==> src/rtl/alu_issue_stage.sv <==
// alu_issue_stage: decodes a MIPS instruction into the ALU control code and the
// two ALU operands, then holds them in an ID/EX pipeline register that
// supports stall, flush and valid/bubble semantics.
module alu_issue_stage (
    input  logic        Clk,
    input  logic        Reset,
    input  logic        InValid,
    input  logic [31:0] Instruction,
    input  logic [31:0] RsData,
    input  logic [31:0] RtData,
    input  logic        Stall,
    input  logic        Flush,
    output logic        ExValid,
    output logic [4:0]  ALUControl,
    output logic [31:0] ALUOpA,
    output logic [31:0] ALUOpB,
    output logic [4:0]  ExWriteReg,
    output logic        ExRegWrite,
    output logic        IllegalInstr,
    output logic [31:0] IssueCount
);

    typedef enum logic [4:0] {
        ALU_NOP = 5'd0,
        ALU_ADD = 5'd1,
        ALU_SUB = 5'd2,
        ALU_MUL = 5'd3,
        ALU_SLL = 5'd4,
        ALU_SRL = 5'd5,
        ALU_AND = 5'd6,
        ALU_OR  = 5'd7,
        ALU_XOR = 5'd8,
        ALU_GE  = 5'd11,
        ALU_EQ  = 5'd12,
        ALU_NOR = 5'd13,
        ALU_SLT = 5'd14,
        ALU_NE  = 5'd15,
        ALU_GT  = 5'd16,
        ALU_LE  = 5'd17,
        ALU_LT  = 5'd18
    } alu_op_e;

    // Everything the EX stage receives for one instruction; all-zero is a bubble.
    typedef struct packed {
        alu_op_e     ctrl;
        logic [31:0] op_a;
        logic [31:0] op_b;
        logic [4:0]  wreg;
        logic        regwrite;
        logic        illegal;
    } issue_t;

    logic [5:0]  w_opcode;
    logic [5:0]  w_funct;
    logic [4:0]  w_rt;
    logic [4:0]  w_rd;
    logic [31:0] w_shamt_a;
    logic [31:0] w_sext;
    logic [31:0] w_zext;
    logic        w_unused_rs;
    issue_t      w_dec;

    issue_t      r_issue;
    logic        r_valid;
    logic [31:0] r_issue_count;

    assign w_opcode  = Instruction[31:26];
    assign w_rt      = Instruction[20:16];
    assign w_rd      = Instruction[15:11];
    assign w_funct   = Instruction[5:0];
    // The ALU reads the shift amount from A[10:6], so shamt keeps its field position.
    assign w_shamt_a = {21'b0, Instruction[10:6], 6'b0};
    assign w_sext    = {{16{Instruction[15]}}, Instruction[15:0]};
    assign w_zext    = {16'b0, Instruction[15:0]};
    // The rs field only addresses the register file; its data arrives on RsData.
    assign w_unused_rs = ^Instruction[25:21];

    // Decode the current instruction into control, operands and destination.
    always_comb begin
        // NOTE: every field gets a default before the case so no path can infer a latch.
        w_dec = '0;
        case (w_opcode)
            6'h00: begin
                w_dec.op_a     = RsData;
                w_dec.op_b     = RtData;
                w_dec.wreg     = w_rd;
                w_dec.regwrite = 1'b1;
                case (w_funct)
                    6'h20, 6'h21: w_dec.ctrl = ALU_ADD;
                    6'h22:        w_dec.ctrl = ALU_SUB;
                    6'h24:        w_dec.ctrl = ALU_AND;
                    6'h25:        w_dec.ctrl = ALU_OR;
                    6'h26:        w_dec.ctrl = ALU_XOR;
                    6'h27:        w_dec.ctrl = ALU_NOR;
                    6'h2A:        w_dec.ctrl = ALU_SLT;
                    6'h00: begin
                        w_dec.ctrl = ALU_SLL;
                        w_dec.op_a = w_shamt_a;
                    end
                    6'h02: begin
                        w_dec.ctrl = ALU_SRL;
                        w_dec.op_a = w_shamt_a;
                    end
                    6'h08: begin
                        w_dec.ctrl     = ALU_NOP;
                        w_dec.regwrite = 1'b0;
                    end
                    default: begin
                        w_dec         = '0;
                        w_dec.illegal = 1'b1;
                    end
                endcase
            end
            6'h1C: begin
                if (w_funct == 6'h02) begin
                    w_dec.ctrl     = ALU_MUL;
                    w_dec.op_a     = RsData;
                    w_dec.op_b     = RtData;
                    w_dec.wreg     = w_rd;
                    w_dec.regwrite = 1'b1;
                end else begin
                    w_dec.illegal  = 1'b1;
                end
            end
            6'h08, 6'h09, 6'h0A, 6'h0C, 6'h0D, 6'h0E,
            6'h20, 6'h21, 6'h23: begin
                w_dec.op_a     = RsData;
                w_dec.wreg     = w_rt;
                w_dec.regwrite = 1'b1;
                case (w_opcode)
                    6'h0A: begin w_dec.ctrl = ALU_SLT; w_dec.op_b = w_sext; end
                    6'h0C: begin w_dec.ctrl = ALU_AND; w_dec.op_b = w_zext; end
                    6'h0D: begin w_dec.ctrl = ALU_OR;  w_dec.op_b = w_zext; end
                    6'h0E: begin w_dec.ctrl = ALU_XOR; w_dec.op_b = w_zext; end
                    default: begin w_dec.ctrl = ALU_ADD; w_dec.op_b = w_sext; end
                endcase
            end
            6'h0F: begin
                w_dec.ctrl     = ALU_SLL;
                w_dec.op_a     = 32'h0000_0400;
                w_dec.op_b     = w_zext;
                w_dec.wreg     = w_rt;
                w_dec.regwrite = 1'b1;
            end
            6'h28, 6'h29, 6'h2B: begin
                w_dec.ctrl = ALU_ADD;
                w_dec.op_a = RsData;
                w_dec.op_b = w_sext;
            end
            6'h04: begin w_dec.ctrl = ALU_EQ; w_dec.op_a = RsData; w_dec.op_b = RtData; end
            6'h05: begin w_dec.ctrl = ALU_NE; w_dec.op_a = RsData; w_dec.op_b = RtData; end
            6'h06: begin w_dec.ctrl = ALU_LE; w_dec.op_a = RsData; end
            6'h07: begin w_dec.ctrl = ALU_GT; w_dec.op_a = RsData; end
            6'h01: begin
                w_dec.op_a = RsData;
                if (w_rt == 5'd1) begin
                    w_dec.ctrl = ALU_GE;
                end else if (w_rt == 5'd0) begin
                    w_dec.ctrl = ALU_LT;
                end else begin
                    w_dec.op_a    = '0;
                    w_dec.illegal = 1'b1;
                end
            end
            6'h02: w_dec.ctrl = ALU_NOP;
            6'h03: begin
                w_dec.wreg     = 5'd31;
                w_dec.regwrite = 1'b1;
            end
            default: w_dec.illegal = 1'b1;
        endcase
    end

    // ID/EX register: reset, then flush, then stall, then load or bubble.
    always_ff @(posedge Clk) begin
        // NOTE: state is updated with non-blocking assignments so every register samples pre-edge values.
        if (!Reset) begin
            r_valid       <= 1'b0;
            r_issue       <= '0;
            r_issue_count <= '0;
        end else if (Flush) begin
            r_valid <= 1'b0;
            r_issue <= '0;
        end else if (!Stall) begin
            if (InValid) begin
                r_valid       <= 1'b1;
                r_issue       <= w_dec;
                r_issue_count <= r_issue_count + 32'd1;
            end else begin
                r_valid <= 1'b0;
                r_issue <= '0;
            end
        end
    end

    assign ExValid      = r_valid;
    assign ALUControl   = r_issue.ctrl;
    assign ALUOpA       = r_issue.op_a;
    assign ALUOpB       = r_issue.op_b;
    assign ExWriteReg   = r_issue.wreg;
    assign ExRegWrite   = r_issue.regwrite;
    assign IllegalInstr = r_issue.illegal;
    assign IssueCount   = r_issue_count;

endmodule

==> config.mk <==
export PLATFORM = sky130hd
export DESIGN_NAME = alu_issue_stage
export DESIGN_NICKNAME = d
export VERILOG_FILES = /design/src/rtl/alu_issue_stage.sv
export SDC_FILE = /design/constraint.sdc
export NUM_CORES = 1
export LEC_CHECK = 0
export BUFFER_PORTS_ARGS = -buffer_cell sky130_fd_sc_hd__buf_4
export CORE_ASPECT_RATIO = 0.6
export CORE_UTILIZATION = 44
export DETAILED_ROUTE_END_ITERATION = 12
export PLACE_DENSITY = 0.88
export SKIP_CTS_REPAIR_TIMING = 1
export SYNTH_ARGS = -nofsm -noshare
export SYNTH_HDL_FRONTEND = slang
export SYNTH_SLANG_ARGS = --single-unit
==> constraint.sdc <==
create_clock -name Clk -period 1.77 [get_ports Clk]
set_input_delay 0.177 -clock Clk [delete_from_list [all_inputs] [get_ports Clk]]
set_output_delay 0.177 -clock Clk [all_outputs]
set_load 0.03 [all_outputs]
Yosys cells after proc, flatten, opt, wreduce, memory -nomap -nowiden

Index checks and enable logic that the tools add are counted.

Bits in registers: 109
Bits of input ports: 101

Add/subtract/negate cells: 1
Equal/unequal tests: 32
Mux-type cells: 22
Bitwise logic cells: 3
Reduce and logical (&&, ||, !) cells: 17

Operators by type and width:

| cell                                          | number |
|---|---|
| one-hot mux 32 bit (6 select lines)           | 1 |
| one-hot mux 32 bit (5 select lines)           | 1 |
| 2-to-1 mux 32 bit                             | 3 |
| == test 6 bit, second input constant          | 14 |
| 2-to-1 mux 76 bit                             | 1 |
| 2-to-1 mux 72 bit                             | 1 |
| one-hot mux 32 bit (2 select lines)           | 1 |
| one-hot mux 5 bit (10 select lines)           | 1 |
| == test 6 x 4 -> 1 bit, second input constant | 8 |
| 2-to-1 mux 37 bit                             | 1 |
| one-hot mux 4 bit (9 select lines)            | 1 |
| adder 32 x 1 -> 32 bit, second input constant | 1 |
| == test 6 x 3 -> 1 bit, second input constant | 4 |
| one-hot mux 6 bit (4 select lines)            | 1 |
| OR reduction 10 bit                           | 2 |
| OR reduction 19 bit                           | 1 |
| == test 6 x 2 -> 1 bit, second input constant | 3 |
| OR reduction 9 bit                            | 2 |
| one-hot mux 4 bit (4 select lines)            | 1 |
| OR reduction 16 bit                           | 1 |
| logical NOT 6 bit                             | 2 |
| OR reduction 11 bit                           | 1 |
| 2-to-1 mux 5 bit                              | 2 |
| OR reduction 2 bit                            | 4 |
| 9 further kinds                               | 17 |

Depth between registers and ports, before layout

Gate-level depths: netlist of run 1.

Depth in word-level cells: 5
Mapped depth: 8

Least setup slack after synthesis of run 1

No wires, ideal clock.

Path type: register to register
Start point: register r_issue_count[8] (netlist: IssueCount[8])
End point: register r_issue_count[28] (netlist: IssueCount[28])
Library setup time: 0.119 ns
Data arrival time: 1.891 ns
Data required time: 1.651 ns
Slack: -0.240 ns
Stages on the path, launching flop included: 6
Path buffers: 0
Cell sequence: dfxtp_1 and4_1 nand4_1 nor3_1 nand4_1 mux2i_1

Cells in the longest elaborated chain, start to end: 1

RTL lines:

| what                   | RTL line | RTL |
|---|---|---|
| start, declared        | 65       | `logic [31:0] r_issue_count;` |
| start signal, assigned | 188      | `r_issue_count <= r_issue_count + 32'd1;` |
| adder 32 x 1 -> 32 bit | 188      |  |

No other way between the ends.
A chain may end at the register's enable or synchronous reset.

Final worst setup path of run 1

Start point: input port Instruction[28]
End point: register r_issue (netlist bit ALUOpA[1])

Cells in the longest elaborated chain, start to end: 4

RTL lines:

| what                                           | RTL line | RTL |
|---|---|---|
| start, declared                                | 8        | `input logic [31:0] Instruction,` |
| == test 6 x 3 -> 1 bit (tied with other cells) | 82       | `case (w_opcode)` |
| OR reduction 16 bit (no source line)           | --       |  |
| one-hot mux 32 bit (5 select lines) (*)        | 82       |  |
| 2-to-1 mux 76 bit (*)                          | 185      | `if (InValid) begin` |
| end signal, assigned                           | 187      | `r_issue <= w_dec;` |
| end, declared                                  | 63       | `issue_t r_issue;` |

Mark *: on every way between the ends. The rest lies on a longest branch, timed or not.

==> results.toml, run 1 <==
[floorplanning]
initial_utilization = 0.4546
core_um2 = 11340
die_area_um2 = 12160
fp.dieW_um = 141.7
ios = 210
die_height_um = 85.83
row_count = 30

[finish]
final_area_um2 = 7781
layout_common_cells = "buf_4 (283), dfxtp_1 (98), nand2_1 (39), a22o_1 (31), and2_1 (30)"
final_nets = 918
area_growth_syn_to_layout_pct = 50.98
drive_gt1_frac = 0.4190
n_antenna_cell = 0
fill_cells = 892
final_common_cell = "buf_4"

[synth]
syn_inst = 553
synth_compound_area_frac = 0.2518
syn_area_um2 = 5154
synth-xor-area-share = 0.02549
synthFlopType = "dfxtp_1"
synth_top_family_by_area = "compound AO/OA/AOI/OAI gates"
synth_fa_ha_area_frac = 0.002428
syn-num-nets = 655
synth_area_leaders = "dfxtp_1 (42%), a22o_1 (5.3%), a221o_1 (4.9%)"
ys_async_sr_fraction = 0
yosys.area.top_type = "dfxtp_1"
yosysSeqAreaShare = 0.4234
synth_edf_count = 0
yosys.area_share.simple = 0.2241
post_synth_mux_area_share = 0.02573
ys_warn_count = 0
yosysUniqueCellTypes = 66
synth_top_area_share = 0.4234
syn_avg_cell_area_um2 = 9.320
synth_seq_cells = 109

[timing]
worst_pin_slew_ns = 0.4970
final.setup.worst_slack_ns = 0.07260
worst_slew_margin_rel = 0.6601
slew_violations = 0
fmax_mhz = 589.1
setup_viol = 0
fin_crit_ns = 1.697
holdWs_ns = 0.02422
hold_viol_final = 0
finalSetupTns_ns = 0
fin_skew_ns = 0.01039
finalCritPeriodShare = 0.9590

[critical_path]
r2r_slack_ns = 0.09
path_buf_inv = 2
worstReg2RegStart = "IssueCount[5]$_SDFFE_PN0P_"
start_kind = "input port"
worst_path_largest_cell_delay_ns = 0.55
crit_chain = "buf_4, or4_4, nor4_4, o21ai_1, a31oi_4, buf_12, a22o_1"
startpoint = "Instruction[28]"
cp_data_required_time_ns = 2.05
crit_family = "simple AND/OR/NAND/NOR gates"
cp.arrival_ns = 1.98
critPathKind = "input port to flip-flop"
cp_slowest_cell = "or4_4"
crit_path_end_kind = "flip-flop"
path_max_fanout = 31

[clock_network]
htree_levels = 3
cts-buffers-inserted = 9
cts_num_sinks = 109
cts_root_buf = "clkbuf_16"
cts_buffer_depth = 2
cts_tree = "done"
clk_pin_slew_ns = 0.07
clk-insertion-delay-late_ns = 0.35

[placed_design]
globalplace.congestion = 0.9239
place_ws_ns = -0.3286
io_buffers = 204
dp_hpwl_um = 13350
placed_area_um2 = 7426

[power]
leakage_nw = 3.498
peakVddDrop_uv = 473.2
p_per_area_nw_per_um2 = 667.6

[global_routing]
gr-usage-all-layers = 0.2777
antenna_found_initial = 0
grt_pass1_vias = 5100
grt_pass1_wl_um = 26470
grt_overflow = 0
grt_max_degree = 40

[worst_hold_path]
min-delay-start = "RsData[7]"
min_path_type = "input port to flip-flop"

[job]
cap_violations = 0

[drt]
routedWlPerCell_um = 17.68
drt_wl_total_um = 17340
num_vias = 5471
drtIter0Drc = 451
drcViolationCount = 0
first_pass_iters = 5
ant_nets = 0
vias_per_cell = 5.577

[run_status]
status = "finished, final reports clean"
==> final cells by class <==
cell class                 instances  area [µm²]  share of cell area
clock buffer                      11       242.7             0.03119
clock inverter                     5       67.56            0.008683
inverter                          12       45.04            0.005789
multi-input combinational        395        2791              0.3587
sequential                       109        2198              0.2825
tap                              160       200.2             0.02573
timing repair buffer             289        2236              0.2873
==> final timing paths <==
kind | endpoint | cells after the start
setup / recovery | ALUOpA[1]$_SDFFE_PP0N_ | 7
hold / removal | ALUOpA[7]$_SDFFE_PP0N_ | 2
setup reg to reg | IssueCount[11]$_SDFFE_PN0P_ | 6
hold reg to reg | ALUOpA[10]$_SDFFE_PP0N_ | 2
==> logic make-up after synthesis <==
group | after synthesis
simple gates | 201
xor+xnor | 15
compound gates | 165
fa+ha+maj | 1
flops | 109
mux | 13
buf+inv | 49
==> cells in the mapped netlist (2+ instances only) <==
master / number
nand2_1: 39
a22o_1: 31
and2_1: 29
o21a_1: 6
dfxtp_1: 109
xnor2_1: 7
a31oi_1: 2
o21ai_0: 30
o2111ai_1: 2
nor2_1: 20
nor4b_1: 4
mux2i_1: 11
or3_1: 10
o22ai_1: 2
nor3_1: 12
and3_1: 5
or2_2: 4
xor2_1: 8
nand2b_1: 16
nand4_1: 9
buf_2: 5
nor2b_1: 13
nor3b_1: 3
nand3b_1: 2
nand4bb_1: 2
nor4_1: 6
clkbuf_1: 23
a221oi_1: 8
and4_1: 4
nand3_1: 13
inv_1: 12
a221o_2: 7
a21o_1: 5
a21boi_0: 10
buf_6: 7
a221o_1: 25
a2111oi_0: 2
a21oi_1: 20
buf_1: 2
mux2_2: 2
==> metrics by stage <==
stage	std cells	util	total power [mW]
after floorplan	553	-	2.749
after global placement	963	0.6551	3.089
after detailed placement	963	0.6551	3.104
after CTS	979	0.6825	5.215
after global routing	981	0.6864	5.359
final	981	0.6864	5.195
==> flip-flops by register name, summed over array words and instances, names as in the netlist <==
name and count:
ALUOpB 32, IssueCount 32, ALUControl 5, ExRegWrite 1, ExValid 1, IllegalInstr 1
ALUOpA 32, ExWriteReg 5
==> worst register-to-register path: stages (launching register included) <==
cell	delay, ns
dfxtp_2	0.37
and4_1	0.25
nand4_1	0.11
buf_4	0.19
buf_4	0.17
or3_1	0.33
a21boi_0	0.18
==> where the power goes <==
part | internal [mW] | switching, mW | total (mW)
logic | 0.309 | 0.286 | 0.596
registers | 2.46 | 0.00692 | 2.46
clock network | 1.16 | 0.978 | 2.14
total | 3.92 | 1.27 | 5.19
==> per-layer routing <==
metal	routed length, µm	global-route usage
met5	0	0
met2	7992	0.4317
met1	7952	0.3945
met3	1239	0.05918
met4	155	0.06256
(Power assumes the default switching activity.)
==> inputs of run 2 (changes only) <==
--- a/config.mk
+++ b/config.mk
@@ -7,10 +7,11 @@
 export LEC_CHECK = 0
 export BUFFER_PORTS_ARGS = -buffer_cell sky130_fd_sc_hd__buf_4
 export CORE_ASPECT_RATIO = 0.6
-export CORE_UTILIZATION = 44
+export CORE_UTILIZATION = 49
 export DETAILED_ROUTE_END_ITERATION = 12
-export PLACE_DENSITY = 0.88
+export PLACE_DENSITY = 0.92
 export SKIP_CTS_REPAIR_TIMING = 1
 export SYNTH_ARGS = -nofsm -noshare
 export SYNTH_HDL_FRONTEND = slang
 export SYNTH_SLANG_ARGS = --single-unit
+export TNS_END_PERCENT = 30
==> constraint.sdc (replaced) <==
create_clock -name Clk -period 1.6 [get_ports Clk]
set_input_delay 0.16 -clock Clk [delete_from_list [all_inputs] [get_ports Clk]]
set_output_delay 0.16 -clock Clk [all_outputs]
set_load 0.03 [all_outputs]
==> run 2 against run 1 <==
Effect of this change: the run now ends with negative hold slack, negative setup slack left; highest routed layer unchanged; clock skew fell by 0.0051 ns; largest cell class unchanged; critical path depth did not move; utilization increased by 13 points.
==> results.toml, run 2 (synthesis gave the netlist of run 1 again) <==
[timing]
worst_pin_slew_ns = 0.5224
worst_slew_margin_rel = 0.6428
holdWs_ns = -0.003905
fin_skew_ns = 0.005276
hold_viol_final = 4
final.setup.worst_slack_ns = -0.2019
fin_crit_ns = 1.802
setup_viol = 60
finalSetupTns_ns = -4.634
fmax_mhz = 555.0
finalCritPeriodShare = 1.126
rsz0062_at_grt = "true"
slew_violations = 0

[clock_network]
cts-buffers-inserted = 9
htree_levels = 3
cts_tree = "done"
cts_buffer_depth = 2
cts_num_sinks = 109
clk-insertion-delay-late_ns = 0.36
clk_pin_slew_ns = 0.09
cts_root_buf = "clkbuf_16"

[floorplanning]
row_count = 28
die_height_um = 81.44
initial_utilization = 0.5126
die_area_um2 = 10950
fp.dieW_um = 134.4
ios = 210
core_um2 = 10050

[run_status]
violations = "negative hold slack, negative setup slack"
status = "finished, violations left"

[power]
leakage_nw = 3.717
peakVddDrop_uv = 669.7
p_per_area_nw_per_um2 = 712.1

[critical_path]
path_max_fanout = 8
critPathKind = "input port to flip-flop"
cp_data_required_time_ns = 1.90
crit_path_end_kind = "flip-flop"
cp.arrival_ns = 2.10
worstReg2RegStart = "IssueCount[2]$_SDFFE_PN0P_"
startpoint = "Instruction[29]"
start_kind = "input port"

[finish]
n_antenna_cell = 0
drive_gt1_frac = 0.4692
multi_input_area_um2 = 2944
seq_area_um2 = 2222
fill_cells = 557
area_growth_syn_to_layout_pct = 58.44
instances_no_fill = 979
final_common_cell = "buf_4"
layout_common_cells = "buf_4 (295), dfxtp_1 (93), nand2_1 (37), a22o_1 (31), and2_1 (29)"
final_nets = 941
fin_util = 0.8121

[placed_design]
globalplace.congestion = 1.038
dp_cells = 950
place_ws_ns = -0.3973
io_buffers = 204
dp_hpwl_um = 13550

[drt]
vias_per_cell = 6.279
routedWlPerCell_um = 22.06
drt_wl_total_um = 21590
num_vias = 6147
drtIter0Drc = 759
first_pass_iters = 6
drcViolationCount = 0
ant_nets = 0

[global_routing]
grt_pass1_wl_um = 27010
grt_max_degree = 42
grt_pass1_vias = 5321
grt_overflow = 0
antenna_found_initial = 0
gr-usage-all-layers = 0.3161

[job]
cap_violations = 0

[worst_hold_path]
min-delay-start = "RsData[7]"
min_path_type = "input port to flip-flop"
==> run 2: cell types whose count changed in the layout (fill, tap and decap cells not counted), sizes merged <==
cell	before	now
inv	13	15
clkinvlp	0	1
dlygate4sd3	0	1
bufinv	1	0
buf	289	309
==> run 2: routing by layer <==
layer	vias up	track usage	wire, µm
met2	493	0.5440	9967
met3	140	0.07160	2271
met5	-	0	0
met4	0	0.08764	1127
met1	2869	0.4034	8226
li1	2645	-	-
==> run 2: worst paths after layout <==
check	slack [ns]	cells after the start	endpoint
setup / recovery	-0.20	7	ALUOpB[1]$_SDFFE_PP0N_
hold / removal	-0.004	2	ALUOpA[7]$_SDFFE_PP0N_
setup reg to reg	-0.13	6	IssueCount[28]$_SDFFE_PN0P_
hold reg to reg	0.48	2	ExValid$_SDFFE_PP0N_
==> run 2: layout make-up <==
class                   count  area share
clock inverters             7     0.01103
repair buffers            312      0.3025
multi-input cells         395      0.3606
clock buffers               9     0.02758
flip-flops and latches    109      0.2721
inverters                  12    0.005516
well taps                 135     0.02069
==> run 2: through the flow <==
step / power [mW] / area, µm²
3_5_place_dp: 3.426 / 7531
2_1_floorplan: 3.028 / 5259
3_3_place_gp: 3.397 / 7531
5_1_grt: 5.929 / 8165
6_report: 5.814 / 8165
4_1_cts: 5.679 / 7846
==> run 2: where the power goes <==
group / internal (mW) / total, mW / switching [mW]
Combinational: 0.354 / 0.718 / 0.364
Clock: 1.13 / 2.38 / 1.25
Sequential: 2.71 / 2.72 / 0.00832
==> run 2: worst max-delay path, cell delays in order <==
cell and delay (ns):
buf_6 0.09, or4_4 0.56, nor4_4 0.29, o21ai_2 0.14
a32oi_4 0.39, clkbuf_16 0.24, a221o_1 0.22
==> inputs of run 3 (changes only) <==
--- a/config.mk
+++ b/config.mk
@@ -7,9 +7,10 @@
 export LEC_CHECK = 0
 export BUFFER_PORTS_ARGS = -buffer_cell sky130_fd_sc_hd__buf_4
 export CORE_ASPECT_RATIO = 0.6
-export CORE_UTILIZATION = 49
+export CORE_UTILIZATION = 50
+export CTS_BUF_LIST = sky130_fd_sc_hd__clkbuf_4
 export DETAILED_ROUTE_END_ITERATION = 12
-export PLACE_DENSITY = 0.92
+export PLACE_DENSITY = 0.85
 export SKIP_CTS_REPAIR_TIMING = 1
 export SYNTH_ARGS = -nofsm -noshare
 export SYNTH_HDL_FRONTEND = slang
==> run 3 against run 2 <==
Effect of this change: sequential power hardly changed; design area is 4.6% higher; total power is 11% lower; wire length is 1.4% higher; clock-buffer cell count stayed put; the run ends with negative setup slack left; die area is 2.0% lower.
==> results.toml, run 3 (synthesis gave the netlist of run 1 again) <==
[run_status]
status = "finished, violations left"
violations = "negative setup slack"

[timing]
fin_skew_ns = 0.02503
finalSetupTns_ns = -0.5664
hold_viol_final = 0
holdWs_ns = 0.003192
finalCritPeriodShare = 1.052
fmax_mhz = 594.3
final.setup.worst_slack_ns = -0.08272
fin_crit_ns = 1.683
slew_violations = 0
worst_pin_slew_ns = 0.6053
rsz0062_at_grt = "true"
setup_viol = 13
worst_slew_margin_rel = 0.5946

[clock_network]
clk-insertion-delay-late_ns = 0.51
clk_pin_slew_ns = 0.18
cts_buffer_depth = 2
cts_root_buf = "clkbuf_4"
cts_tree = "done"
cts-buffers-inserted = 9
htree_levels = 3
cts_num_sinks = 109

[floorplanning]
die_area_um2 = 10730
die_height_um = 80.64
initial_utilization = 0.5180
row_count = 28
ios = 210
fp.dieW_um = 133.1
core_um2 = 9950

[job]
cap_violations = 0

[global_routing]
antenna_found_initial = 0
gr-usage-all-layers = 0.3180
grt_max_degree = 42
grt_pass1_wl_um = 26540
grt_pass1_vias = 5081
grt_overflow = 0

[finish]
final_area_um2 = 8537
final_common_cell = "buf_4"
drive_gt1_frac = 0.4079
n_antenna_cell = 0
instances_no_fill = 1047
final_nets = 1009
area_growth_syn_to_layout_pct = 65.65
layout_common_cells = "buf_4 (298), dfxtp_1 (93), dlygate4sd3_1 (74), nand2_1 (39), a22o_1 (31)"

[drt]
vias_per_cell = 6.004
drcViolationCount = 0
routedWlPerCell_um = 20.91
num_vias = 6286
route.met3.wl_um = 2181
drtIter0Drc = 692
ant_nets = 0
drt_wl_total_um = 21900
first_pass_iters = 5
wl_met1_um = 8754
wl_met2_um = 10140
topRoutingLayerUsed = "met4"

[power]
leakage_nw = 3.872
p_per_area_nw_per_um2 = 606.1
peakVddDrop_uv = 463.9

[placed_design]
dp_hpwl_um = 13630
io_buffers = 204
dp_cells = 948
globalplace.congestion = 0.9222
placed_area_um2 = 7503

[critical_path]
crit_path_end_kind = "flip-flop"
critPathKind = "flip-flop to flip-flop"
rr_worst_depth = 7
path_max_fanout = 7
cp_data_required_time_ns = 2.03
cp.arrival_ns = 2.11
start_kind = "flip-flop"

[worst_hold_path]
min_path_cells = 3
min_path_type = "input port to flip-flop"
-- run 3: cell types whose count changed in the layout (fill, tap and decap cells not counted), moves of 3 or more --
cell / before / now
clkbuf_16: 11 / 0
nor4_4: 5 / 2
dlygate4sd3_1: 1 / 74
buf_4: 295 / 298
buf_6: 8 / 4
inv_8: 0 / 3
o21ai_0: 27 / 30
nand3_2: 4 / 1
nand3_1: 8 / 11
clkbuf_4: 0 / 9
-- run 3: final cells by class --
class,instances,area [µm²]
Multi-Input combinational cell,395,2839
Clock buffer,9,67.56
Inverter,12,45.04
Fill cell,525,1413
Sequential cell,109,2222
Clock inverter,7,91.34
Tap cell,135,168.9
Timing Repair Buffer,380,3103
-- run 3: critical path, cell delays in order, from the launching register on --
cell	delay, ns
dfxtp_4	0.41
and4_4	0.23
nand4_1	0.15
buf_6	0.19
nor3_4	0.19
buf_6	0.14
nand4_1	0.12
mux2i_1	0.19
-- run 3: path summary, 6_finish.rpt --
check,start,to,slack (ns)
min,Instruction[2],ALUOpB[2]$_SDFFE_PP0N_,0.003
min reg2reg,ALUControl[3]$_SDFFE_PP0N_,ALUControl[3]$_SDFFE_PP0N_,0.49
max reg2reg,IssueCount[10]$_SDFFE_PN0P_,IssueCount[31]$_SDFFE_PN0P_,-0.08
max,IssueCount[10]$_SDFFE_PN0P_,IssueCount[31]$_SDFFE_PN0P_,-0.08
-- run 3: where the power goes --
part,internal (mW),total [mW],leakage [nW],switching (mW)
Clock,0.516,1.61,0.0823,1.09
Combinational,0.460,0.842,2.90,0.381
Sequential,2.72,2.72,0.889,0.00864
Total,3.69,5.17,3.87,1.48
-- run 3: per-stage QoR --
| step | power [mW] | utilization | worst slack [ns] |
|---|---|---|---|
| final | 5.174 | 0.8580 | -0.08272 |
| after global routing | 5.298 | 0.8580 | -0.1430 |
| after CTS | 4.936 | 0.7701 | -0.1974 |
| after detailed placement | 3.423 | 0.7542 | -0.4733 |
| after global placement | 3.409 | 0.7542 | -0.3720 |
| after floorplan | 3.028 | - | -0.2454 |
-- run 3: metal layers --
| metal | vias to the layer above | GRT usage |
|---|---|---|
| met5 | - | 0 |
| met4 | 0 | 0.07126 |
| met3 | 78 | 0.07955 |
| met2 | 462 | 0.4754 |
| met1 | 2975 | 0.4555 |
| li1 | 2771 | - |
